**config.mk**
```make
export PLATFORM = sky130hd
export DESIGN_NAME = fadd_arbiter_flat
export DESIGN_NICKNAME = d
export VERILOG_FILES = /design/src/rtl/fadd_arb_pkg.sv /design/src/rtl/fadd_arbiter_if.sv /design/src/rtl/fadd_arbiter_rr_arbiter.sv /design/src/rtl/fadd_arbiter.sv /design/src/flat_wrapper.sv
export SDC_FILE = /design/constraint.sdc
export NUM_CORES = 1
export LEC_CHECK = 0
export ABC_AREA = 1
export CAP_MARGIN = 5
export CORE_AREA = 4 4 192 194
export DETAILED_ROUTE_END_ITERATION = 12
export DIE_AREA = 0 0 196 198
export GPL_TIMING_DRIVEN = 0
export PLACE_DENSITY = 0.45
export SLEW_MARGIN = 15
export SYNTH_ARGS = -nofsm -noshare
export SYNTH_HDL_FRONTEND = slang
export SYNTH_SLANG_ARGS = --single-unit
```
**constraint.sdc**
```tcl
create_clock -name clk -period 7.3 [get_ports clk]
set_clock_uncertainty 0.05 [all_clocks]
set_input_delay 1.46 -clock clk [delete_from_list [all_inputs] [get_ports clk]]
set_output_delay 1.46 -clock clk [all_outputs]
set_load 0.02 [all_outputs]
```
**src/rtl/fadd_arb_pkg.sv**
```systemverilog
// Shared types and constants for the fadd arbiter slice.
// Holds the fadd latency, the default tag width, the in-flight record
// carried down the response pipe, and a wrap-around increment helper.
package fadd_arb_pkg;

    // Pipeline depth of the shared fadd unit (operand edge to result).
    localparam int FADD_LAT  = 2;
    // Default destination tag width.
    localparam int DEF_TAG_W = 6;
    // Width of the id field; covers up to 8 requesters.
    localparam int ID_FIELD_W = 3;

    // One in-flight operation: valid bit, issuing requester, destination tag.
    typedef struct packed {
        logic                  v;
        logic [ID_FIELD_W-1:0] id;
        logic [DEF_TAG_W-1:0]  tag;
    } inflight_t;

    // (i + 1) mod n without a divider; i is always < n.
    function automatic int wrap_inc(input int i, input int n);
        return (i + 1 == n) ? 0 : i + 1;
    endfunction

endpackage

```
**src/rtl/fadd_arbiter_if.sv**
```systemverilog
// Bus bundle between the requesters, the shared fadd unit and the arbiter.
//
// Handshake: a requester raises req_valid[i] and holds req_x1/req_x2/req_tag
// slice i stable until it sees req_ready[i]=1 in the same cycle; the op is
// transferred on the rising edge where req_valid[i] & req_ready[i] is true.
// req_ready may depend combinationally on req_valid. Responses (rsp_*) have
// no backpressure: the consumer must take them in the cycle rsp_valid=1.
interface fadd_arbiter_if #(
    parameter int NREQ  = 4,
    parameter int TAG_W = 6
);
    localparam int ID_W = $clog2(NREQ);

    logic [NREQ-1:0]       req_valid;
    logic [NREQ-1:0]       req_ready;
    logic [NREQ*32-1:0]    req_x1;
    logic [NREQ*32-1:0]    req_x2;
    logic [NREQ*TAG_W-1:0] req_tag;
    logic                  flush;
    logic [31:0]           fadd_x1;
    logic [31:0]           fadd_x2;
    logic [31:0]           fadd_y;
    logic                  rsp_valid;
    logic [ID_W-1:0]       rsp_id;
    logic [TAG_W-1:0]      rsp_tag;
    logic [31:0]           rsp_y;

    // Arbiter side.
    modport slave (
        input  req_valid, req_x1, req_x2, req_tag, flush, fadd_y,
        output req_ready, fadd_x1, fadd_x2, rsp_valid, rsp_id, rsp_tag, rsp_y
    );

    // Requester / fadd / consumer side.
    modport master (
        output req_valid, req_x1, req_x2, req_tag, flush, fadd_y,
        input  req_ready, fadd_x1, fadd_x2, rsp_valid, rsp_id, rsp_tag, rsp_y
    );

endinterface

```
**src/rtl/fadd_arbiter_rr_arbiter.sv**
```systemverilog
// Combinational round-robin arbiter.
// Searches upward from ptr with wrap-around and grants the first set
// request; en=0 suppresses any grant. Reused for other issue arbitration.
module rr_arbiter #(
    parameter int NREQ = 4
) (
    input  logic [NREQ-1:0]         req,
    input  logic [$clog2(NREQ)-1:0] ptr,
    input  logic                    en,
    output logic [NREQ-1:0]         grant,
    output logic [$clog2(NREQ)-1:0] grant_id,
    output logic                    any
);
    localparam int ID_W = $clog2(NREQ);

    int idx;

    // Walk the requesters in priority order starting at ptr; first hit wins.
    always_comb begin
        grant    = '0;
        grant_id = '0;
        any      = 1'b0;
        idx      = 0;
        for (int k = 0; k < NREQ; k++) begin
            idx = int'(ptr) + k;
            if (idx >= NREQ) begin
                idx = idx - NREQ;
            end
            if (en && !any && req[idx]) begin
                any         = 1'b1;
                grant[idx]  = 1'b1;
                grant_id    = ID_W'(idx);
            end
        end
    end

endmodule

```
**src/rtl/fadd_arbiter.sv**
```systemverilog
// Shares one pipelined fadd unit among NREQ requesters.
// Round-robin issue of one op per cycle, operand mux to the fadd, and a
// LAT-deep in-flight pipe that tags each result with requester id and tag.
// Optional build macro FADD_ARB_PERF_EN adds issue/conflict counters;
// without it both perf ports read zero and no counter flops exist.
module fadd_arbiter
    import fadd_arb_pkg::*;
#(
    parameter int NREQ  = 4,
    parameter int TAG_W = DEF_TAG_W,
    parameter int LAT   = FADD_LAT
) (
    input  logic                    clk,
    input  logic                    rstn,
    fadd_arbiter_if.slave           bus,
    output logic [31:0]             perf_issue,
    output logic [31:0]             perf_conflict,
    output logic [$clog2(NREQ)-1:0] dbg_ptr
);
    localparam int ID_W = $clog2(NREQ);

    logic [ID_W-1:0]  ptr_q;
    logic [NREQ-1:0]  grant;
    logic [ID_W-1:0]  grant_id;
    logic             grant_any;
    logic             accept;
    logic [31:0]      mux_x1;
    logic [31:0]      mux_x2;
    logic [TAG_W-1:0] mux_tag;
    inflight_t        stage0_d;
    inflight_t        pipe_q [LAT];

    // Flush blocks issue in the same cycle it is asserted.
    rr_arbiter #(.NREQ(NREQ)) u_rr (
        .req      (bus.req_valid),
        .ptr      (ptr_q),
        .en       (!bus.flush),
        .grant    (grant),
        .grant_id (grant_id),
        .any      (grant_any)
    );

    assign bus.req_ready = grant;
    assign accept        = grant_any;
    assign dbg_ptr       = ptr_q;

    // Route the granted requester's operands and tag; zeros when idle.
    always_comb begin
        mux_x1  = '0;
        mux_x2  = '0;
        mux_tag = '0;
        for (int i = 0; i < NREQ; i++) begin
            if (grant[i]) begin
                mux_x1  = bus.req_x1[32*i +: 32];
                mux_x2  = bus.req_x2[32*i +: 32];
                mux_tag = bus.req_tag[TAG_W*i +: TAG_W];
            end
        end
    end

    assign bus.fadd_x1 = mux_x1;
    assign bus.fadd_x2 = mux_x2;

    // Pointer moves just past the winner on acceptance, otherwise holds.
    always_ff @(posedge clk) begin
        if (!rstn) begin
            ptr_q <= '0;
        end else if (accept) begin
            ptr_q <= ID_W'(wrap_inc(int'(grant_id), NREQ));
        end
    end

    // Record entering the in-flight pipe this cycle.
    always_comb begin
        stage0_d     = '0;
        stage0_d.v   = accept;
        stage0_d.id  = ID_FIELD_W'(grant_id);
        stage0_d.tag = DEF_TAG_W'(mux_tag);
    end

    // Shift pipe mirroring the fadd depth; flush drops every valid bit.
    always_ff @(posedge clk) begin
        if (!rstn) begin
            for (int k = 0; k < LAT; k++) begin
                pipe_q[k] <= '0;
            end
        end else if (bus.flush) begin
            for (int k = 0; k < LAT; k++) begin
                pipe_q[k].v <= 1'b0;
            end
        end else begin
            pipe_q[0] <= stage0_d;
            for (int k = 1; k < LAT; k++) begin
                pipe_q[k] <= pipe_q[k-1];
            end
        end
    end

    assign bus.rsp_valid = pipe_q[LAT-1].v;
    assign bus.rsp_id    = ID_W'(pipe_q[LAT-1].id);
    assign bus.rsp_tag   = TAG_W'(pipe_q[LAT-1].tag);
    assign bus.rsp_y     = bus.fadd_y;

`ifdef FADD_ARB_PERF_EN
    logic        multi_req;
    logic [31:0] issue_q;
    logic [31:0] conflict_q;

    // Two or more bits set: clearing the lowest set bit leaves something.
    assign multi_req = |(bus.req_valid & (bus.req_valid - NREQ'(1)));

    // Free-running wrap-around counters of issues and contended cycles.
    always_ff @(posedge clk) begin
        if (!rstn) begin
            issue_q    <= '0;
            conflict_q <= '0;
        end else begin
            if (accept) begin
                issue_q <= issue_q + 32'd1;
            end
            if (multi_req && !bus.flush) begin
                conflict_q <= conflict_q + 32'd1;
            end
        end
    end

    assign perf_issue    = issue_q;
    assign perf_conflict = conflict_q;
`else
    assign perf_issue    = 32'h0;
    assign perf_conflict = 32'h0;
`endif

endmodule

```
**src/flat_wrapper.sv**
```systemverilog
// flat-port wrapper written by rule: the top's interface ports become plain ports
module fadd_arbiter_flat import fadd_arb_pkg::*;
#(
    parameter int NREQ  = 4,
    parameter int TAG_W = DEF_TAG_W,
    parameter int LAT   = FADD_LAT
)
  (clk, rstn, perf_issue, perf_conflict, dbg_ptr, bus_req_valid, bus_req_x1, bus_req_x2, bus_req_tag, bus_flush, bus_fadd_y, bus_req_ready, bus_fadd_x1, bus_fadd_x2, bus_rsp_valid, bus_rsp_id, bus_rsp_tag, bus_rsp_y);
  fadd_arbiter_if #(.NREQ(NREQ), .TAG_W(TAG_W)) bus_i ();
  input  logic clk;
  input  logic rstn;
  output logic [31:0] perf_issue;
  output logic [31:0] perf_conflict;
  output logic [$clog2(NREQ)-1:0] dbg_ptr;
  input wire logic [$bits(bus_i.req_valid)-1:0] bus_req_valid;
  input wire logic [$bits(bus_i.req_x1)-1:0] bus_req_x1;
  input wire logic [$bits(bus_i.req_x2)-1:0] bus_req_x2;
  input wire logic [$bits(bus_i.req_tag)-1:0] bus_req_tag;
  input wire logic [$bits(bus_i.flush)-1:0] bus_flush;
  input wire logic [$bits(bus_i.fadd_y)-1:0] bus_fadd_y;
  output wire logic [$bits(bus_i.req_ready)-1:0] bus_req_ready;
  output wire logic [$bits(bus_i.fadd_x1)-1:0] bus_fadd_x1;
  output wire logic [$bits(bus_i.fadd_x2)-1:0] bus_fadd_x2;
  output wire logic [$bits(bus_i.rsp_valid)-1:0] bus_rsp_valid;
  output wire logic [$bits(bus_i.rsp_id)-1:0] bus_rsp_id;
  output wire logic [$bits(bus_i.rsp_tag)-1:0] bus_rsp_tag;
  output wire logic [$bits(bus_i.rsp_y)-1:0] bus_rsp_y;
  assign bus_i.req_valid = bus_req_valid;
  assign bus_i.req_x1 = bus_req_x1;
  assign bus_i.req_x2 = bus_req_x2;
  assign bus_i.req_tag = bus_req_tag;
  assign bus_i.flush = bus_flush;
  assign bus_i.fadd_y = bus_fadd_y;
  assign bus_req_ready = bus_i.req_ready;
  assign bus_fadd_x1 = bus_i.fadd_x1;
  assign bus_fadd_x2 = bus_i.fadd_x2;
  assign bus_rsp_valid = bus_i.rsp_valid;
  assign bus_rsp_id = bus_i.rsp_id;
  assign bus_rsp_tag = bus_i.rsp_tag;
  assign bus_rsp_y = bus_i.rsp_y;
  fadd_arbiter #(.NREQ(NREQ), .TAG_W(TAG_W), .LAT(LAT)) u_core (.clk(clk), .rstn(rstn), .bus(bus_i), .perf_issue(perf_issue), .perf_conflict(perf_conflict), .dbg_ptr(dbg_ptr));
endmodule
```
# [After elaboration in Yosys (flattened, before gate mapping)]
# Memories as Yosys holds them, arrays and structs flattened.
# Index checks and enable logic that the tools add are counted.
[word_totals] ff_bits=2 ramBits=20 inputBits=319 out_inout_bits=175 wordCells=109 mem_count=1
[op_classes] addsub=8 magnitude_cmp=12 n_eq_ne=1 mux=62 bitwise=9 reduce_logical=15
[mem_list] name="u_core.pipe_q" depth=2 word_bits=10 read_ports=2 rd_clocked_by_memory_dff=0 write_ports=2 line="fadd_arbiter.sv:31" text="inflight_t pipe_q [LAT];"
[op_table] cell="$mux 32" count=12
[op_table] cell="$ge 32x1->1 const B" count=4
[op_table] cell="$lt 32x4->1 const B" count=4
[op_table] cell="$mux 1" count=27
[op_table] cell="$mux 6" count=4
[op_table] cell="$mux 9" count=2
[op_table] cell="$mux 4" count=4
[op_table] cell="$or 4x4->4" count=3
[op_table] cell="$sub 3x3->4 const B" count=3
[op_table] cell="$logic_and 1x1->1" count=11
[op_table] cell="$mux 2" count=5
[op_table] cell="$ge 3x3->1 const B" count=3
[op_table] cell="$bmux 1 s2" count=4
[op_table] cell="$demux 1 s2" count=4
[op_table] cell="$add 2x1->3 const B" count=2
[op_table] cell="$add 2x2->3 const B" count=2
[op_table] cell="$or 1x1->1" count=6
[op_table] cell="$logic_not 1->1" count=4
[op_table] cell="$sub 2x3->4 const B" count=1
[op_table] cell="$eq 3x3->1 const B" count=1
[op_table] cell="$ge 2x3->1 const B" count=1

# [Longest topological paths before layout]
# Gate-level depths: netlist of run 1.
[logic_depth] word_depth=24 mapped_depth=16 depth_no_buf=15

# [Hierarchy]
# Synthesis of run 1 repeated with hierarchy kept, for this count alone.
[hier_totals] cells_unflattened=857 hier_area_um2=4483.0
[modules_own_cells] module="fadd_arbiter" instances=1 cells_per_inst=766 area_per_inst_um2=3936.3 seq_area_each_um2=580.6
[modules_own_cells] module="rr_arbiter" instances=1 cells_per_inst=91 area_per_inst_um2=546.8 seq_area_each_um2=0.0

# [Worst setup path after synthesis of run 1]
# Ideal clock, no wire load.
[synth_path] path_kind="input to output" startpoint="input bus_req_valid[3]" endpoint="output bus_fadd_x2[28]" arrival_time_ps=3012 required_time_ps=5790 setup_slack_ps=2778 path_stages=12 path_cell_list="nand2_1 > nand3_2 > nand2_2 > nand4_2 > nor2_4 > nand2_1 > nand2_2 > buf_2 > a21oi_1 > nand2_1 > nand2_1 > o21ai_1"
[synth_rtl] element="from (decl)" line="flat_wrapper.sv:15" text="input wire logic [$bits(bus_i.req_valid)-1:0] bus_req_valid;"
[synth_rtl] element="$bmux 1 s2" line="fadd_arbiter_rr_arbiter.sv:29" text="if (en && !any && req[idx]) begin"
[synth_rtl] element="$mux 1 (implied by the code) (2 in series)" line="fadd_arbiter_rr_arbiter.sv:29"
[synth_rtl] element="$logic_and 1x1->1" line="fadd_arbiter_rr_arbiter.sv:29"
[synth_rtl] element="$mux 1" line="fadd_arbiter_rr_arbiter.sv:29"
[synth_rtl] element="$logic_not 1->1" line="fadd_arbiter_rr_arbiter.sv:29"
[synth_rtl] element="$logic_and 1x1->1 (2 in series)" line="fadd_arbiter_rr_arbiter.sv:29"
[synth_rtl] element="$mux 1" line="fadd_arbiter_rr_arbiter.sv:29"
[synth_rtl] element="$logic_not 1->1" line="fadd_arbiter_rr_arbiter.sv:29"
[synth_rtl] element="$logic_and 1x1->1 (2 in series)" line="fadd_arbiter_rr_arbiter.sv:29"
[synth_rtl] element="$mux 1" line="fadd_arbiter_rr_arbiter.sv:29"
[synth_rtl] element="$logic_not 1->1" line="fadd_arbiter_rr_arbiter.sv:29"
[synth_rtl] element="$logic_and 1x1->1 (2 in series)" line="fadd_arbiter_rr_arbiter.sv:29"
[synth_rtl] element="$mux 4 (*)" line="fadd_arbiter_rr_arbiter.sv:29"
[synth_rtl] element="via bus_req_ready[1]" line="flat_wrapper.sv:21" text="output wire logic [$bits(bus_i.req_ready)-1:0] bus_req_ready;"
[synth_rtl] element="$mux 32 (*) (3 in series)" line="fadd_arbiter.sv:53" text="if (grant[i]) begin"
[synth_rtl] element="to (decl)" line="flat_wrapper.sv:23" text="output wire logic [$bits(bus_i.fadd_x2)-1:0] bus_fadd_x2;"
# Mark *: on every way through the listed nets, which the timed path passes. The rest lies on a longest branch. The select of a mux whose other input is x is not followed.

# [Worst setup path in the final report of run 1]
[layout_path] startpoint="input bus_req_valid[3]" endpoint="output bus_fadd_x1[6]"
[layout_via] elab_chain_cells=21
[layout_lines] element="$bmux 1 s2" line="fadd_arbiter_rr_arbiter.sv:29"
[layout_lines] element="$mux 1 (implied by the code) (2 in series)" line="fadd_arbiter_rr_arbiter.sv:29"
[layout_lines] element="$logic_and 1x1->1" line="fadd_arbiter_rr_arbiter.sv:29"
[layout_lines] element="$mux 1" line="fadd_arbiter_rr_arbiter.sv:29"
[layout_lines] element="$logic_not 1->1" line="fadd_arbiter_rr_arbiter.sv:29"
[layout_lines] element="$logic_and 1x1->1 (2 in series)" line="fadd_arbiter_rr_arbiter.sv:29"
[layout_lines] element="$mux 1" line="fadd_arbiter_rr_arbiter.sv:29"
[layout_lines] element="$logic_not 1->1" line="fadd_arbiter_rr_arbiter.sv:29"
[layout_lines] element="$logic_and 1x1->1 (2 in series)" line="fadd_arbiter_rr_arbiter.sv:29"
[layout_lines] element="$mux 1" line="fadd_arbiter_rr_arbiter.sv:29"
[layout_lines] element="$logic_not 1->1" line="fadd_arbiter_rr_arbiter.sv:29"
[layout_lines] element="$logic_and 1x1->1 (2 in series)" line="fadd_arbiter_rr_arbiter.sv:29"
[layout_lines] element="$mux 4 (*)" line="fadd_arbiter_rr_arbiter.sv:29"
[layout_lines] element="$mux 32 (3 in series)" line="fadd_arbiter.sv:53"
[layout_lines] element="$mux 32 (*)" line="fadd_arbiter.sv:53"
[layout_lines] element="to (decl)" line="flat_wrapper.sv:22" text="output wire logic [$bits(bus_i.fadd_x1)-1:0] bus_fadd_x1;"
# Mark *: on every way between the ends. The rest lies on a longest branch, timed or not. The select of a mux whose other input is x is not followed.

==> results of run 1 <==
-- worst max path at each step --
stage                     start         endpoint  slack (ns)  cells after the start
6_report       bus_req_valid[3]   bus_fadd_x1[6]        1.01                     14
5_1_grt        bus_req_valid[3]   bus_fadd_x1[6]        0.75                     14
4_1_cts        bus_req_valid[3]   bus_fadd_x1[6]        0.87                     14
3_5_place_dp   bus_req_valid[3]   bus_fadd_x1[6]        0.88                     14
3_3_place_gp   bus_req_valid[3]   bus_fadd_x1[6]        0.91                     14
2_1_floorplan  bus_req_valid[3]  bus_fadd_x2[28]        2.78                     12
-- state kept, by name, indices dropped and copies added, names as in the netlist --
register,count
u_core.dbg_ptr,2
u_core.pipe_q,18
-- power by group through the flow --
stage               logic [uW]  registers (uW)  clock network, uW
floorplan                 1680             170                  0
global placement          3130             169                  0
detailed placement        3110             170                  0
CTS                       3120             167                114
global route              3330             171                122
finish                    3060             167                112
-- placed cells by master (no fill, tap or decap), types with 2 or more instances in the layout --
master and instances:
a21oi_1 150, buf_2 37, buf_4 106, clkbuf_1 19
clkbuf_16 3, clkdlybuf4s50_1 397, conb_1 66, dfxtp_1 2
edfxtp_1 18, ha_1 7, inv_1 16, inv_2 5
nand2_1 239, nand2_2 10, nand3_1 81, nand3_2 2
nor2_1 22, nor2_4 2, nor3_1 3, o21ai_0 3
o21ai_1 64
-- per-layer routing --
layer  vias to the layer above  routed length (um)  share of wire (%)
met5                         -                  13              0.043
met4                         2                 174               0.58
met3                        14                2139                7.1
met2                       277               15150                 50
met1                      2950               12530                 42
li1                       3391                   -                  -
-- per-stage QoR --
step	hold slack, ns	cell area (sq um)	power, uW
detailed placement	0.4824	9228	3277
global route	0.5138	9306	3627
finish	0.4926	9306	3342
floorplan	0.4692	4677	1850
CTS	0.4968	9306	3405
global placement	0.4755	9228	3297
-- Yosys cell counts (all sizes together) --
cell and n:
nand4 1, a21oi 151, edfxtp 18, nor3 3, inv 21, conb 2, dfxtp 2, nor2 25
ha 7, a211oi 1, nand2 249, o21ai 67, nand3 83, clkbuf 18, buf 143
-- layout make-up --
type / instances / area, sq um / share of cell area [%]
Timing Repair Buffer: 397 / 3974 / 42.70
Buffer: 161 / 1049 / 11.27
Inverter: 21 / 78.83 / 0.8470
Sequential cell: 20 / 580.6 / 6.238
Multi-Input combinational cell: 653 / 2969 / 31.90
Tap cell: 461 / 576.8 / 6.198
Clock buffer: 4 / 78.83 / 0.8470
-- logic make-up after synthesis --
family	Yosys count	synth area share, %
AOI/OAI and AO/OA	219	25.01
adders and majority gates	7	1.974
buffers and inverters	182	25.41
DFF	20	13.09
other	2	0.1693
and+or+nand+nor	361	34.35
-- worst max-delay path, delay by kind of cell --
family                 cells  cell delay (ns)
AOI/OAI and AO/OA          2             0.25
and+or+nand+nor            9             1.60
buffers and inverters      3             1.45
==> flow_summary.toml, run 1 <==
[run_status]
outcome = "completed"

[clock_tree]
clkTransAtPathRegs_ns = 0.05
cts_buffer_depth = 2
post_cts_buffers = 0
cts_buffers = 3
clk_latency_ns = 0.25
cts_tree = "yes"
cts_sinks = 20
cts_hold_buf = 0
h-tree-depth = 1
cts-resized-gates = 0
root_buffer = "clkbuf_16"

[detailed_routing]
wl_per_cell_um = 17.48
wirelength_um = 30010
drt_iter0_markers = 313
firstDrtPassIters = 4
viasPerCell = 3.864
vias = 6634
antenna_left = 0
drc = 0

[critical_path]
arrival_ns = 4.78
reg2regPathDepth = 15
cp.required_ns = 5.79
r2r_end = "u_core.pipe_q[0][5]"
path_max_fanout = 10
max_stage_delay_ns = 0.64
r2r-start = "u_core.dbg_ptr[0]"
r2r_slack_ns = 3.80
startpoint_type = "input port"
cp_cell_sequence = "clkdlybuf4s50_1, nand2_1, nand3_2, nand2_2, nand4_2, nor2_4, nand2_2, nand2_2, buf_2, a21oi_1, nand2_1, nand2_1, o21ai_1, clkdlybuf4s50_1"
cp-end-kind = "primary output"
path_class = "input port to primary output"
cp_slowest_cell = "clkdlybuf4s50_1"

[power_and_ir_drop]
combPwrFrac_pct = 91.6
p_leak_uw = 0.004005
p_per_area_nw_per_um2 = 359.1
p_int_uw = 1473
peakVddDrop_mv = 0.1792
p_switching_uw = 1869
p_sw_share_pct = 55.92
clkPwrFrac_pct = 3.4
p_seq_share_pct = 5.0

[timing]
hold_viol = 0
slew_violations = 0
clock.fmax_mhz = 159.1
slew_headroom_pct = 53.76
setup_viol = 0
fin_crit_sh_pct = 86.12
layout_min_cycle_time_ns = 6.286
tns_ns = 0
rsz0062_at_grt = "no"
fin_ws_ns = 1.014
tightestPinTransition_ns = 0.6919

[cells_and_area]
synthToLayoutAreaGrowth_pct = 109.8
stdcell_count = 1717
antenna_cells = 0
drive_above_1_share_pct = 13.38
layout.nets = 1583
fin_util_pct = 26.42
fillers = 3998

[floorplan]
die_x_um = 196
start_util_pct = 12.60
pin_count = 494
core_area_sq_um = 35220
rows = 69
die_h_um = 198
dieArea_sq_um = 38810

[hold_path]
whs_endpoint = "u_core.pipe_q[0][10]"
hold_path_depth = 2
hp-class = "register to register"
worstHoldStart = "u_core.pipe_q[0][0]"

[global_route]
met3_usage_pct = 2.842
grt.overflow.total = 0
grt_first_pass_wirelength_um = 42150
grt_pass1_vias = 6765
gr-usage-all-layers_pct = 14.10
grt_max_degree = 17
use_met1_pct = 17.79
grt-busiest-layer = "met2"
antenna_found_initial = 2
grt_use_met2_pct = 25.96

[synthesis]
synthesis.area_sq_um = 4437
synth_cell_types = 23
yosysTopAreaCell = "nand2_1"
ys_warn_count = 0
syn_inst = 791
yosys_register_bits = 20
synth_top_area_share_pct = 20.22
ys_seq_area_share_pct = 13.09
synthTopCellsByArea = "nand2_1 20%, buf_4 18%, a21oi_1 17%"
avgSynthCellArea_sq_um = 5.609

[place]
io_buffers = 397
dp_hpwl_um = 25250
gp_congestion = 0.8295
dp_cells = 1713
place_ws_ns = 0.8771

[flow_run]
drv_cap = 0
Power figures use the tool's default switching activity.
==> run 2: changes to the inputs <==
clock period = 6.3 ns   (was 7.3 ns; I/O delays follow)
==> results of run 2 <==
Same layout as run 1 (identical final DEF). Status: completed.
Main changes from that run: setup slack after placement 0.8771 ns -> 0.2771 ns; setup slack after layout 1.014 ns -> 0.4135 ns; register-to-register setup slack 3.80 ns -> 2.80 ns; total power 3342 uW -> 3873 uW; worst IR drop on VDD 0.1792 mV -> 0.2077 mV
